### config.mk
export PLATFORM = sky130hd
export DESIGN_NAME = ov7670_cfg_seq
export DESIGN_NICKNAME = d
export VERILOG_FILES = /design/src/rtl/ov7670_pkg.sv /design/src/rtl/ov7670_wait_cnt.sv /design/src/rtl/ov7670_cfg_seq.sv
export SDC_FILE = /design/constraint.sdc
export NUM_CORES = 1
export LEC_CHECK = 0
export ABC_AREA = 1
export BUFFER_PORTS_ARGS = -buffer_cell sky130_fd_sc_hd__buf_2
export CORE_UTILIZATION = 50
export CTS_BUF_LIST = sky130_fd_sc_hd__clkbuf_4
export DETAILED_ROUTE_END_ITERATION = 7
export PLACE_DENSITY_LB_ADDON = 0.3
export SYNTH_ARGS = -nofsm -noshare
export SYNTH_HDL_FRONTEND = slang
export SYNTH_SLANG_ARGS = --single-unit
### constraint.sdc
create_clock -name clk -period 2.97 [get_ports clk]
set_clock_uncertainty 0.05 [all_clocks]
set_input_delay 0.4455 -clock clk [delete_from_list [all_inputs] [get_ports clk]]
set_output_delay 0.4455 -clock clk [all_outputs]
set_load 0.02 [all_outputs]
### src/rtl/ov7670_pkg.sv
// Shared types and constants for the OV7670 power-up / configuration sequencer.
// Latency: n/a (declarations only).
// Backpressure: n/a.
package ov7670_pkg;

  typedef enum logic [3:0] {
    IDLE,
    PWDN,
    RSTL,
    WAKE,
    FETCH,
    DECODE,
    ISSUE,
    GAP,
    DELAY,
    DONE,
    ERROR
  } cfg_state_t;

  // ROM sentinels: end-of-table and "stall for DELAY_CYC"
  localparam logic [15:0] CFG_END   = 16'hFFFF;
  localparam logic [15:0] CFG_DELAY = 16'hFFF0;

  // OV7670 SCCB write address
  localparam logic [7:0] DEF_DEV_ID = 8'h42;

  function automatic int max2(input int a, input int b);
    return (a > b) ? a : b;
  endfunction

  // Counter width able to hold (max_cyc - 1); never narrower than 1 bit
  function automatic int cnt_width(input int max_cyc);
    return (max_cyc > 1) ? $clog2(max_cyc) : 1;
  endfunction

endpackage

### src/rtl/ov7670_wait_cnt.sv
// Loadable down-counter shared by every timed state of the sequencer.
// Latency: load of (N-1) on value -> expired high in the Nth cycle after the load edge.
// Backpressure: none; load overrides counting, counting stops at zero.
//
// Ports: clk, rst (sync, active-high), load, value (cycles-1), expired (count == 0).
module ov7670_wait_cnt #(
  parameter int W = 8
) (
  input  logic         clk,
  input  logic         rst,
  input  logic         load,
  input  logic [W-1:0] value,
  output logic         expired
);

  logic [W-1:0] cnt;

  always_ff @(posedge clk) begin
    if (rst) begin
      cnt <= '0;
    end else if (load) begin
      cnt <= value;
    end else if (cnt != '0) begin
      cnt <= cnt - W'(1);
    end
  end

  assign expired = (cnt == '0);

endmodule

### src/rtl/ov7670_cfg_seq.sv
// OV7670 power-up and register-configuration controller: sequences pwdn/cam_rstn,
//   then walks a {reg,val} ROM issuing one SCCB write per entry, with NACK retry.
// Latency: reset release to first sccb_req = 1 + PWDN_CYC + RST_CYC + WAKE_CYC + 2 cycles.
// Backpressure: sccb_req held with stable reg/val until ack or nack; nack wins a tie.
//
// Ports: clk, rst (sync active-high), start (restart pulse, DONE/ERROR only),
//   rom_addr/rom_data (ROM, 1-cycle read), sccb_req/id/reg/val/ack/nack (SCCB master),
//   cam_rstn/pwdn (camera pins), done/err (status).
module ov7670_cfg_seq
  import ov7670_pkg::*;
#(
  parameter logic [7:0] DEV_ID    = DEF_DEV_ID,
  parameter int         ADDR_W    = 6,
  parameter int         PWDN_CYC  = 50000,
  parameter int         RST_CYC   = 50000,
  parameter int         WAKE_CYC  = 50000,
  parameter int         GAP_CYC   = 500,
  parameter int         DELAY_CYC = 500000,
  parameter int         MAX_RETRY = 3
) (
  input  logic              clk,
  input  logic              rst,
  input  logic              start,
  output logic [ADDR_W-1:0] rom_addr,
  input  logic [15:0]       rom_data,
  output logic              sccb_req,
  output logic [7:0]        sccb_id,
  output logic [7:0]        sccb_reg,
  output logic [7:0]        sccb_val,
  input  logic              sccb_ack,
  input  logic              sccb_nack,
  output logic              cam_rstn,
  output logic              pwdn,
  output logic              done,
  output logic              err
);

  localparam int MAX_CYC = max2(max2(max2(PWDN_CYC, RST_CYC), max2(WAKE_CYC, GAP_CYC)), DELAY_CYC);
  localparam int CW      = cnt_width(MAX_CYC);
  localparam int RW      = (MAX_RETRY > 0) ? $clog2(MAX_RETRY + 1) : 1;

  // Counter is loaded with cycles-1 so the widest load still fits in CW bits
  localparam logic [CW-1:0] PWDN_LD  = CW'(PWDN_CYC - 1);
  localparam logic [CW-1:0] RST_LD   = CW'(RST_CYC - 1);
  localparam logic [CW-1:0] WAKE_LD  = CW'(WAKE_CYC - 1);
  localparam logic [CW-1:0] GAP_LD   = CW'(GAP_CYC - 1);
  localparam logic [CW-1:0] DELAY_LD = CW'(DELAY_CYC - 1);

  cfg_state_t state, next_state;

  logic [CW-1:0]     cnt_val;
  logic              cnt_load;
  logic              cnt_exp;
  logic [RW-1:0]     retry, retry_d;
  logic              acked, acked_d;
  logic [ADDR_W-1:0] rom_addr_d;
  logic [7:0]        reg_d, val_d;
  logic              req_d, pwdn_d, rstn_d, done_d, err_d;
  logic              last_entry;
  logic              retry_left;

  assign last_entry = &rom_addr;
  assign retry_left = (retry < RW'(MAX_RETRY));
  assign sccb_id    = DEV_ID;

  ov7670_wait_cnt #(.W(CW)) u_wait_cnt (
    .clk     (clk),
    .rst     (rst),
    .load    (cnt_load),
    .value   (cnt_val),
    .expired (cnt_exp)
  );

  // State and output registers
  always_ff @(posedge clk) begin
    if (rst) begin
      state    <= IDLE;
      pwdn     <= 1'b1;
      cam_rstn <= 1'b0;
      sccb_req <= 1'b0;
      sccb_reg <= 8'h00;
      sccb_val <= 8'h00;
      rom_addr <= '0;
      done     <= 1'b0;
      err      <= 1'b0;
      retry    <= '0;
      acked    <= 1'b0;
    end else begin
      state    <= next_state;
      pwdn     <= pwdn_d;
      cam_rstn <= rstn_d;
      sccb_req <= req_d;
      sccb_reg <= reg_d;
      sccb_val <= val_d;
      rom_addr <= rom_addr_d;
      done     <= done_d;
      err      <= err_d;
      retry    <= retry_d;
      acked    <= acked_d;
    end
  end

  // Next-state logic. ack/nack are only looked at in ISSUE, where sccb_req is 1.
  always_comb begin
    next_state = state;
    unique case (state)
      IDLE:   next_state = PWDN;
      PWDN:   if (cnt_exp) next_state = RSTL;
      RSTL:   if (cnt_exp) next_state = WAKE;
      WAKE:   if (cnt_exp) next_state = FETCH;
      FETCH:  next_state = DECODE;
      DECODE: begin
        if (rom_data == CFG_END)        next_state = DONE;
        else if (rom_data == CFG_DELAY) next_state = DELAY;
        else                            next_state = ISSUE;
      end
      ISSUE: begin
        if (sccb_nack)     next_state = retry_left ? GAP : ERROR;
        else if (sccb_ack) next_state = GAP;
      end
      // Last ROM slot ends the run instead of wrapping
      GAP:    if (cnt_exp) next_state = (acked && last_entry) ? DONE : FETCH;
      DELAY:  if (cnt_exp) next_state = last_entry ? DONE : FETCH;
      DONE,
      ERROR:  if (start) next_state = PWDN;
      default: next_state = IDLE;
    endcase
  end

  // Next values of the registered outputs and bookkeeping
  always_comb begin
    pwdn_d = 1'b0;
    rstn_d = 1'b1;
    case (next_state)
      IDLE, PWDN: begin
        pwdn_d = 1'b1;
        rstn_d = 1'b0;
      end
      RSTL: begin
        pwdn_d = 1'b0;
        rstn_d = 1'b0;
      end
      default: ;
    endcase

    req_d  = (next_state == ISSUE);
    done_d = (next_state == DONE);
    err_d  = (next_state == ERROR);

    // reg/val only change when a new write is launched, so they stay put across retries
    reg_d = sccb_reg;
    val_d = sccb_val;
    if (state == DECODE && next_state == ISSUE) begin
      reg_d = rom_data[15:8];
      val_d = rom_data[7:0];
    end

    rom_addr_d = rom_addr;
    retry_d    = retry;
    acked_d    = acked;
    case (state)
      ISSUE: begin
        if (sccb_nack) begin
          acked_d = 1'b0;
          if (retry_left) retry_d = retry + RW'(1);
        end else if (sccb_ack) begin
          acked_d = 1'b1;
        end
      end
      GAP: begin
        // A NACKed entry leaves rom_addr alone so FETCH re-reads it
        if (cnt_exp && acked) begin
          retry_d = '0;
          if (!last_entry) rom_addr_d = rom_addr + ADDR_W'(1);
        end
      end
      DELAY: begin
        if (cnt_exp && !last_entry) rom_addr_d = rom_addr + ADDR_W'(1);
      end
      DONE, ERROR: begin
        if (start) begin
          rom_addr_d = '0;
          retry_d    = '0;
          acked_d    = 1'b0;
        end
      end
      default: ;
    endcase

    // Timed states load the counter on entry
    cnt_load = 1'b0;
    cnt_val  = '0;
    if (next_state != state) begin
      case (next_state)
        PWDN:  begin cnt_load = 1'b1; cnt_val = PWDN_LD;  end
        RSTL:  begin cnt_load = 1'b1; cnt_val = RST_LD;   end
        WAKE:  begin cnt_load = 1'b1; cnt_val = WAKE_LD;  end
        GAP:   begin cnt_load = 1'b1; cnt_val = GAP_LD;   end
        DELAY: begin cnt_load = 1'b1; cnt_val = DELAY_LD; end
        default: ;
      endcase
    end
  end

endmodule

== Word-level counts from Yosys, hierarchy flattened ==
Index checks and enable logic that the tools add are counted.

* Output and inout port bits: 35
* Register bits: 53
* Bits of input ports: 21
* Logic and storage cells: 102

* Equality and inequality tests: 28
* Reduce and logical (&&, ||, !) cells: 22
* Magnitude comparators: 1
* Mux-type cells: 36
* $add $sub $neg: 3

{| class="wikitable"
|+ Operators with widths
! cell !! number
|-
| 19-bit 2-to-1 mux || 3
|-
| 19-bit case mux with 3 select lines || 1
|-
| 4-bit 2-to-1 mux || 13
|-
| 4-bit case mux with 10 select lines || 1
|-
| 16-bit equality test (second input constant) || 2
|-
| 4-bit by 3-bit equality test with 1-bit output (second input constant) || 6
|-
| 4-bit equality test (second input constant) || 6
|-
| 6-bit 2-to-1 mux || 4
|-
| 19-bit zero test || 1
|-
| 19-bit nonzero test || 1
|-
| 19-bit by 1-bit subtractor with 19-bit output (second input constant) || 1
|-
| 6-bit case mux with 3 select lines || 1
|-
| 4-bit by 2-bit equality test with 1-bit output (second input constant) || 4
|-
| 2-bit inequality test (second input constant) || 6
|-
| 5-bit AND reduction || 2
|-
| 4-bit by 1-bit equality test with 1-bit output (second input constant) || 2
|-
| 4-bit zero test || 2
|-
| 2-bit 2-to-1 mux || 4
|-
| 1-bit 2-to-1 mux || 7
|-
| 6-bit by 1-bit adder with 6-bit output (second input constant) || 1
|-
| 2-bit case mux with 3 select lines || 1
|-
| 6-bit AND reduction || 1
|-
| 3-bit nonzero test || 2
|-
| 3-bit OR reduction || 2
|-
| other kinds (11) || 16
|}

== Depth between registers and ports, before layout ==
Gate-level depths: netlist (run 1).

* Word-level depth: 10
* Mapped depth: 19
* Gate-level depth less buffers: 19

== Modules after synthesis ==
From an unflattened synthesis (run 1), not the netlist that was laid out.

* Cell total of the unflattened synthesis: 536
* Area total of the unflattened synthesis: 3343.2 um^2

{| class="wikitable"
|+ Modules (own cells, without submodules)
! module !! sequential area each (um^2) !! times used !! area each (um^2) !! cells an instance
|-
| ov7670_cfg_seq || 680.7 || 1 || 2064.5 || 325
|-
| ov7670_wait_cnt || 380.4 || 1 || 1278.7 || 211
|}

== Least setup slack after synthesis (run 1) ==
Ideal clock, no wire load.

* Path kind: register to register
* From: register rom_addr[0]
* To: register u_wait_cnt.cnt[15]
* Path buffers: 0
* Path slack: 0.701 ns
* Period minus slack after synthesis: 2.269 ns
* Stages on the path, launching flop included: 17
* Arrival time: 2.092 ns
* Setup time: 0.128 ns
* Required time: 2.792 ns
* Cells stage by stage: dfxtp_1 -> ha_1 -> inv_1 -> nor2_1 -> nand2_1 -> nand4_1 -> nand2_1 -> nand2_1 -> nand2_1 -> nand2_1 -> nor2_1 -> nand2_1 -> inv_1 -> o21ai_0 -> nand2_1 -> nand2_1 -> nor2_1

* Longest elaborated chain between the ends: 10
* Elaborated cells between the ends (all ways): 21
* Those cells by class: eq/ne (6); mux (10); reduce/logical (5)

{| class="wikitable"
|+ Ends and longest elaborated chain
! item !! line !! source
|-
| start, declared || ov7670_cfg_seq.sv:24 || <nowiki>output logic [ADDR_W-1:0] rom_addr,</nowiki>
|-
| start signal, assigned || ov7670_cfg_seq.sv:95 || <nowiki>rom_addr <= rom_addr_d;</nowiki>
|-
| 6-bit AND reduction (*) || ov7670_cfg_seq.sv:62 || <nowiki>assign last_entry = &rom_addr;</nowiki>
|-
| 1-bit logical AND || ov7670_cfg_seq.sv:122 || <nowiki>GAP: if (cnt_exp) next_state = (acked && last_entry) ? DONE : FETCH;</nowiki>
|-
| 4-bit 2-to-1 mux (2 in series) || ov7670_cfg_seq.sv:122 ||
|-
| 4-bit case mux with 10 select lines (*) || ov7670_cfg_seq.sv:106 || <nowiki>unique case (state)</nowiki>
|-
| 4-bit by 2-bit equality test with 1-bit output, or another cell as far along || ov7670_cfg_seq.sv:194 || <nowiki>case (next_state)</nowiki>
|-
| 3-bit OR reduction (no source line) or 5-bit OR reduction (tied branches) || - ||
|-
| 19-bit case mux with 3 select lines or 1-bit 2-to-1 mux (tied branches) || ov7670_cfg_seq.sv:194 ||
|-
| 19-bit 2-to-1 mux or 1-bit 2-to-1 mux (tied branches) || ov7670_cfg_seq.sv:193 || <nowiki>if (next_state != state) begin</nowiki>
|-
| 19-bit 2-to-1 mux or 2-bit nonzero test (tied branches) || - ||
|-
| end signal, assigned || ov7670_wait_cnt.sv:22 || <nowiki>cnt <= value;</nowiki>
|-
| end signal, assigned || ov7670_wait_cnt.sv:24 || <nowiki>cnt <= cnt - W'(1);</nowiki>
|-
| end, declared || ov7670_wait_cnt.sv:16 || <nowiki>logic [W-1:0] cnt;</nowiki>
|}

Every way passes the cells marked *; elsewhere a longest branch is shown, timed or not.
A chain may end at the register's enable or synchronous reset.

== Final worst setup path (run 1) ==
* From: register rom_addr[0]
* To: register u_wait_cnt.cnt[3]

Same word-level chain as after synthesis.

==> results of run 1 <==
[path summary, 6_finish.rpt]
kind	from	endpoint	cells past startpoint
worst max register to register	rom_addr[0]	u_wait_cnt.cnt[3]	17
worst min register to register	u_wait_cnt.cnt[18]	u_wait_cnt.cnt[18]	2
worst min-delay path	rom_data[14]	sccb_reg[6]	3
worst max-delay path	rom_addr[0]	u_wait_cnt.cnt[3]	17
[logic make-up (layout without fill, tap and decap cells)]
kind of cell | Yosys count | in the layout | share of synthesized area
AND/OR/NAND/NOR | 252 | 252 | 0.393
adder cells (fa/ha/maj) | 3 | 3 | 0.0121
XOR/XNOR | 14 | 14 | 0.0396
flip-flops | 53 | 53 | 0.343
other | 2 | 8 | 0.00243
buffers and inverters | 63 | 102 | 0.0962
AO/OA/AOI/OAI | 59 | 59 | 0.113
[layout make-up]
class / count / area (um2) / area share
Clock inverter: 3 / 65.1 / 0.0189
Timing Repair Buffer: 50 / 258 / 0.0749
Sequential cell: 53 / 1060 / 0.308
Clock buffer: 5 / 37.5 / 0.0109
Multi-Input combinational cell: 336 / 1760 / 0.511
Inverter: 44 / 166 / 0.0484
Tap cell: 75 / 93.8 / 0.0273
[worst min-delay path, delay by kind of cell]
kind | cells | cell delay, ns
and+or+nand+nor | 1 | 0.07
buffers and inverters | 1 | 0.08
AOI/OAI and AO/OA | 1 | 0.07
[where the power goes]
| part | internal (mW) | leakage, nW | total, mW | switching, mW |
|---|---|---|---|---|
| sequential | 0.761 | 0.430 | 0.810 | 0.0497 |
| clock | 0.261 | 0.0552 | 0.496 | 0.236 |
| combinational | 0.196 | 1.17 | 0.548 | 0.352 |
[placed cells by master, fill, tap and decap left out, types with 2 or more instances in the layout]
cell type   n
nand2_1    89
nor2_1     81
dfxtp_1    53
buf_2      47
inv_1      37
nand3_1    25
o21ai_0    24
a21oi_1    17
nand2_2    12
xor2_1      9
nor3_1      8
a21oi_2     8
conb_1      8
nor2_2      7
inv_2       6
nand4_1     6
nand3_2     5
nand2_4     5
xnor2_1     5
clkbuf_4    5
nand3b_1    3
ha_1        3
buf_4       3
a31oi_1     2
nor2_4      2
or2_2       2
clkinv_2    2
a211oi_1    2
bufinv_16   2
[metrics by stage]
stage | total power [mW] | area (um2)
after global routing | 1.97 | 3440
after floorplan | 1.28 | 3120
final | 1.86 | 3440
after global placement | 1.36 | 3340
after detailed placement | 1.37 | 3340
after CTS | 1.86 | 3440
[layer usage]
| metal | GRT usage | share of wire | vias to the layer above |
|---|---|---|---|
| li1 | - | - | 1497 |
| met1 | 0.302 | 0.51 | 1261 |
| met2 | 0.347 | 0.43 | 74 |
| met3 | 0.0466 | 0.048 | 7 |
| met4 | 0.0607 | 0.012 | 0 |
| met5 | 0 | 0 | - |
==> reports/results.tsv, run 1 <==
metric	value	unit
Die Y-Extent	80.7	um
Cells after Synth	446	
Seq cells post-synth	53	
initial cell density of the core	0.520	
CP cell instances	ha_1 > inv_1 > nor2_1 > nand2_1 > nand4_1 > nand2_1 > nand2_1 > nand2_1 > nand2_1 > nor2_1 > nand2_1 > inv_1 > o21ai_0 > buf_4 > nand2_1 > nand2_1 > nor2_1	
largest net degree at the start of global routing	26	
cts repair resizes	0	
H-tree depth	2	
dpl ws	0.376	ns
Worst Path Required	3.19	ns
max_cap viols	0	
worst skew pair latency	0.38	ns
dominant delay contributor by cell family on the critical path	simple AND/OR/NAND/NOR gates	
Post-Layout Cell Count	566	
outcome	complete, no violations	
Overall Global Routing Usage	0.221	
ys async rst share	0	
Nets	514	
share of cells above drive strength 1	0.228	
Slew Limit Fails	0	
Detail Placement HPWL	5.08	mm
clock-pin slew on the worst setup and hold paths	0.16	ns
crit path max-delay cell type	dfxtp_1	
Hold WS	0.267	ns
endpoints failing setup	0	
CTS max path bufs	2	
DRC Markers	0	
Num CTS Buffers	5	
drt pass-1 iters	4	
total gr overflow	0	
number of flops mapped to enable cells by yosys	0	
Worst EP arrival	2.84	ns
Worst VDD drop	0.266	mV
Avg Inst Size Synth	6.94	um2
most frequent cells after synthesis	89 x nand2_1, 81 x nor2_1, 53 x dfxtp_1	
Layout Area Growth over Synthesis	11.2	%
I/O pins	56	
Final Util	0.578	
initial antenna violation count	0	
proportion of netlist area held by the largest area contributor	0.343	
fill count	595	
Clock Tree Root	clkbuf_4	
Post-Place Cells	558	
Core Area	5960	um2
Avg WL per Cell	11.8	um
count of buffers from port buffering	47	
CP bufs+invs	3	
first-pass GRT wire length	11.3	mm
largest fanout on the critical path	5	
post-synthesis cell type count	43	
crit share post-route	0.883	
CTS Hold Bufs	0	
final hold violation count	0	
initial drt markers	134	
number of vias per cell	5.02	
Largest register FFs	19	
CTS tree	done	
Worst setup SP type	register	
PnR worst setup slack	0.347	ns
f_max	381	MHz
number of synthesis warnings	0	
slew of the pin with the lowest slew margin	0.542	ns
Worst slew margin	0.635	
routed vias	2839	
CP Class	reg2reg	
leakage	1.65	nW
Syn Std Cell Area	3090	um2
vias in the first global route	2583	
pwr dens	539	nW/um2
Primary FF master, synth	dfxtp_1	
R2R setup slack	0.35	ns
chip width	80.7	um
HP Class	in2reg	
clock tree sinks	53	
postcts setup bufs	0	
Rows	28	
ANT nets after route	0	
setup TNS	0	ns
register area share after synthesis	0.343	
final wirelength	6.71	mm
main area contributors after synthesis	dfxtp_1 34%, nand2_1 11%, nor2_1 9.8%	
RSZ-0062 raised after global routing	no	
Largest stage delay, worst path	0.42	ns
Crit. End Element	register	
Die ar.	6510	um2
ANT cells	0	
global placer's final weighted congestion	0.907	
Crit path top cell by count	nand2_1	
Synth area leader	dfxtp_1	
fin crit period	2.62	ns
top-count cell post-synth	nand2_1	
No activity file was read; power rests on OpenSTA's default activity.
==> inputs of run 2 (changes only) <==
Settings changed: GPL_TIMING_DRIVEN from default to 0.
==> run 2 against run 1 <==
Compared with the run above:
- design area grew 2.3%
- maximum frequency grew 1.2%
- clock power shrank 16%
- critical endpoint unchanged
- worst setup slack gained 0.032 ns
- highest routed layer unchanged
- sequential cell count is the same
- global-route usage grew 1.5 points
- combinational power grew 3.6%
- register-to-register slack gained 0.03 ns
- power shrank 3.7%
- die area is the same
- routed wire length grew 1.6%
==> reports/results.tsv, run 2 (synthesis gave the netlist of run 1 again) <==
metric	value	unit	change
final wirelength	6.81	mm	+1.6%
leakage	1.69	nW	+2.5%
Post-Place Cells	573		+2.7%
initial drt markers	136		+1.5%
count of buffers from port buffering	46		-2.1%
Clock Tree Root	clkbuf_4		
f_max	386	MHz	+1.2%
chip width	80.7	um	unchanged
Worst slew margin	0.572		-0.0627
HP Class	in2reg		
initial antenna violation count	0		unchanged
pwr dens	508	nW/um2	-5.9%
Die ar.	6510	um2	unchanged
Overall Global Routing Usage	0.235		+0.0147
Nets	529		+2.9%
CTS max path bufs	2		unchanged
CTS Hold Bufs	0		unchanged
R2R setup slack	0.38	ns	+0.03 ns
fin crit period	2.59	ns	-0.0322 ns
Final Util	0.591		+0.0134
Post-Layout Cell Count	581		+2.7%
clock-pin slew on the worst setup and hold paths	0.16	ns	about the same
CTS tree	done		
largest net degree at the start of global routing	17		-35%
drt pass-1 iters	4		unchanged
Worst setup SP type	register		
crit share post-route	0.872		-0.0108
global placer's final weighted congestion	0.869		-4.2%
most frequent cells in the layout	89 x nand2_1, 81 x nor2_1, 53 x dfxtp_1		
number of vias per cell	5.02		about the same
met3 usage	0.0455		-0.00114
met2 usage	0.375		+0.0288
initial cell density of the core	0.520		unchanged
Hold Startpoint	rom_data[12]		
Worst Path Required	3.18	ns	about the same
final hold violation count	0		unchanged
hold path depth	3		unchanged
Largest stage delay, worst path	0.42	ns	about the same
outcome	complete, no violations		
setup TNS	0	ns	unchanged
endpoints failing setup	0		unchanged
Layout Area Growth over Synthesis	13.7	%	
first-pass GRT wire length	11.9	mm	+5.6%
R2R depth	16		-1
postcts setup bufs	0		unchanged
Avg WL per Cell	11.7	um	-1.0%
RR Endpoint	u_wait_cnt.cnt[3]		
share of cells above drive strength 1	0.237		+0.00905
routed vias	2914		+2.6%
total gr overflow	0		unchanged
Slew Limit Fails	0		unchanged
Core Area	5960	um2	unchanged
DRC Markers	0		unchanged
Worst VDD drop	0.263	mV	-1.1%
Die Y-Extent	80.7	um	unchanged
Largest register FFs	19		unchanged
Worst Hold End	sccb_reg[4]		
crit path max-delay cell type	dfxtp_1		
CP bufs+invs	2		-1
Detail Placement HPWL	5.18	mm	+1.9%
busiest layer in global routing	met2		
worst skew pair latency	0.39	ns	about the same
H-tree depth	2		unchanged
Hold WS	0.264	ns	-0.00313 ns
ANT nets after route	0		unchanged
RSZ-0062 raised after global routing	no		
max_cap viols	0		unchanged
cts repair resizes	0		unchanged
slew of the pin with the lowest slew margin	0.642	ns	+0.0998 ns
GRT met1 Usage	0.309		+0.00649
Reg-to-Reg Start	rom_addr[0]		
CP cell instances	ha_1 > inv_1 > nor2_1 > nand2_1 > nand4_1 > nand2_1 > nand2_1 > nand2_1 > nand2_1 > nor2_1 > nand2_1 > inv_1 > o21ai_0 > nand2_1 > nand2_1 > nor2_1		
Rows	28		unchanged
Crit. End Element	register		
I/O pins	56		unchanged
ANT cells	0		unchanged
clock tree sinks	53		unchanged
vias in the first global route	2657		+2.9%
commonest non-fill, non-tap cell in the layout	nand2_1		
dominant delay contributor by cell family on the critical path	simple AND/OR/NAND/NOR gates		
CP Class	reg2reg		
Crit path top cell by count	nand2_1		
largest fanout on the critical path	5		unchanged
Num CTS Buffers	5		unchanged
Worst EP arrival	2.80	ns	-0.04 ns
run 2: how the worst max path moves through the flow:
stage	start	end	slack, ns	cells past startpoint
3_5_place_dp	rom_addr[0]	u_wait_cnt.cnt[3]	0.41	16
4_1_cts	rom_addr[0]	u_wait_cnt.cnt[3]	0.37	16
2_1_floorplan	rom_addr[0]	u_wait_cnt.cnt[15]	0.70	16
6_report	rom_addr[0]	u_wait_cnt.cnt[3]	0.38	16
5_1_grt	rom_addr[0]	u_wait_cnt.cnt[3]	0.03	16
3_3_place_gp	rom_data[13]	u_wait_cnt.cnt[3]	0.43	17
run 2: worst register-to-register path, delay by kind of cell (launching register included):
family / cells / cell delay, ns
buf+inv: 2 / 0.11
simple gates: 12 / 1.32
fa+ha+maj: 1 / 0.22
flops: 1 / 0.42
compound gates: 1 / 0.35
run 2: area by class of cell:
| type | instances | area (um2) |
|---|---|---|
| plain buffers | 19 | 131 |
| well taps | 75 | 93.8 |
| repair buffers | 46 | 230 |
| clock buffers | 5 | 37.5 |
| flip-flops and latches | 53 | 1060 |
| fillers | 588 | 2440 |
| multi-input cells | 336 | 1760 |
| inverters | 44 | 166 |
| clock inverters | 3 | 41.3 |
run 2: per-stage QoR:
step / setup slack (ns) / total power [mW] / cell area [um2]
2_1_floorplan: 0.701 / 1.28 / 3120
3_3_place_gp: 0.428 / 1.37 / 3440
3_5_place_dp: 0.407 / 1.38 / 3440
4_1_cts: 0.368 / 1.80 / 3520
5_1_grt: 0.0321 / 1.91 / 3520
6_report: 0.379 / 1.79 / 3520
run 2: metal layers:
| metal | share of wire | up-vias |
|---|---|---|
| li1 | - | 1524 |
| met1 | 0.48 | 1308 |
| met2 | 0.44 | 72 |
| met3 | 0.054 | 10 |
| met4 | 0.018 | 0 |
| met5 | 0 | - |
run 2: where the power goes:
group          internal, mW  switching, mW
logic                 0.217          0.350
clock network         0.175          0.241
registers             0.761         0.0428
==> inputs of run 3 (changes only) <==
Settings changed: RECOVER_POWER from default to 25.
==> run 3 against run 2 <==
Compared with the run above:
- power hardly changed
- maximum frequency decreased by 0.20%
- sequential cell count unchanged
- core utilization fell by 0.42 points
- non-clock buffer count unchanged
- final cell count stayed put
- critical path depth unchanged
- sequential share of layout area rose by 0.22 points
- global-route usage stayed put
- routed wire length shrank 0.13%
==> reports/results.tsv, run 3 (synthesis gave the netlist of run 1 again) <==
metric	value	unit	change
leakage	1.61	nW	-5.0%
clock tree sinks	53		unchanged
cts repair resizes	0		unchanged
CP Class	reg2reg		
ANT cells	0		unchanged
fill count	595		+1.2%
Overall Global Routing Usage	0.235		unchanged
largest fanout on the critical path	5		unchanged
Crit. End Element	register		
initial cell density of the core	0.520		unchanged
Die ar.	6510	um2	unchanged
Die Y-Extent	80.7	um	unchanged
drt pass-1 iters	4		unchanged
vias in the first global route	2657		unchanged
pwr dens	511	nW/um2	+0.74%
setup TNS	0	ns	unchanged
f_max	385	MHz	-0.20%
count of buffers from port buffering	46		unchanged
CTS Hold Bufs	0		unchanged
Switch Pwr	0.635	mW	+0.12%
final wirelength	6.80	mm	-0.13%
chip width	80.7	um	unchanged
Worst VDD drop	0.263	mV	about the same
first-pass GRT wire length	11.9	mm	unchanged
Largest register FFs	19		unchanged
routed vias	2919		+0.17%
CTS max path bufs	2		unchanged
Hold WS	0.265	ns	+0.000352 ns
HP Class	in2reg		
RSZ-0062 raised after global routing	no		
dpl ws	0.407	ns	unchanged
number of vias per cell	5.02		+0.17%
Detail Placement HPWL	5.18	mm	unchanged
clock share of power	0.233		about the same
fin crit period	2.60	ns	+0.00531 ns
total gr overflow	0		unchanged
Layout Area Growth over Synthesis	12.9	%	
Worst setup SP type	register		
Flop pwr share	0.450		about the same
Nets	529		unchanged
initial drt markers	150		+10%
Met1 Wirelength	3.31	mm	+0.12%
DRC Markers	0		unchanged
CTS tree	done		
worst skew pair latency	0.39	ns	about the same
Internal	1.15	mW	about the same
Worst slew margin	0.573		+0.00140
Rows	28		unchanged
Worst Path Required	3.18	ns	about the same
detailed route wirelength on metal3	328	um	-11%
met2 wire len	3.02	mm	about the same
ANT nets after route	0		unchanged
Final Power	1.79	mW	about the same
outcome	complete, no violations		
share of cells above drive strength 1	0.198		-0.0395
slew of the pin with the lowest slew margin	0.640	ns	-0.00209 ns
Slew Limit Fails	0		unchanged
final hold violation count	0		unchanged
Clock Tree Root	clkbuf_4		
crit share post-route	0.874		+0.00179
max_cap viols	0		unchanged
commonest non-fill, non-tap cell in the layout	nand2_1		
I/O pins	56		unchanged
Worst EP arrival	2.81	ns	about the same
Core Area	5960	um2	unchanged
largest net degree at the start of global routing	17		unchanged
clock-pin slew on the worst setup and hold paths	0.16	ns	about the same
postcts setup bufs	0		unchanged
Top Layer Used	met4		
most frequent cells in the layout	89 x nand2_1, 81 x nor2_1, 53 x dfxtp_1		
Gate power share	0.317		about the same
R2R setup slack	0.37	ns	about the same
PnR worst setup slack	0.374	ns	-0.00531 ns
Num CTS Buffers	5		unchanged
H-tree depth	2		unchanged
global placer's final weighted congestion	0.869		unchanged
endpoints failing setup	0		unchanged
switch share	0.355		about the same
initial antenna violation count	0		unchanged
Avg WL per Cell	11.7	um	-0.13%
==> run 3: per-stage QoR <==
stage          instance area, um2  cells  utilization
2_1_floorplan                3120    452            -
3_3_place_gp                 3440    573        0.578
3_5_place_dp                 3440    573        0.578
4_1_cts                      3520    581        0.591
5_1_grt                      3490    581        0.587
6_report                     3490    581        0.587
==> run 3: worst max-delay path, stage by stage, from the launching register on <==
cell     delay [ns]
dfxtp_1        0.42
ha_1           0.22
inv_1          0.05
nor2_1         0.27
nand2_1        0.15
nand4_1        0.12
nand2_1        0.09
nand2_1        0.09
nand2_1        0.08
nand2_1        0.12
nor2_1         0.07
nand2_1        0.12
inv_1          0.06
o21ai_0        0.36
nand2_1        0.10
nand2_1        0.07
nor2_1         0.04
==> run 3: power groups by stage <==
stage	Combinational (mW)	Sequential, mW	Clock [mW]
2_1_floorplan	0.472	0.811	0
3_3_place_gp	0.557	0.817	0
3_5_place_dp	0.565	0.819	0
4_1_cts	0.568	0.803	0.428
5_1_grt	0.641	0.811	0.454
6_report	0.567	0.803	0.416
==> run 3: path summary, 6_finish.rpt <==
| path | from | to | cells after the start |
|---|---|---|---|
| worst max-delay path | rom_addr[0] | u_wait_cnt.cnt[3] | 16 |
| worst min-delay path | rom_data[12] | sccb_reg[4] | 3 |
| worst max register to register | rom_addr[0] | u_wait_cnt.cnt[3] | 16 |
| worst min register to register | retry[1] | retry[1] | 2 |
==> run 3: layout make-up <==
| cell class | instances | area (um2) | area share |
|---|---|---|---|
| clock buffers | 5 | 37.5 | 0.0107 |
| repair buffers | 46 | 205 | 0.0587 |
| flip-flops and latches | 53 | 1060 | 0.304 |
| plain buffers | 19 | 131 | 0.0376 |
| clock inverters | 3 | 41.3 | 0.0118 |
| multi-input cells | 336 | 1760 | 0.503 |
| inverters | 44 | 166 | 0.0476 |
| well taps | 75 | 93.8 | 0.0269 |
==> run 3: metal layers <==
metal	vias up	track usage
met5	-	0
met4	0	0.0946
met3	12	0.0455
met2	75	0.375
met1	1309	0.309
li1	1523	-
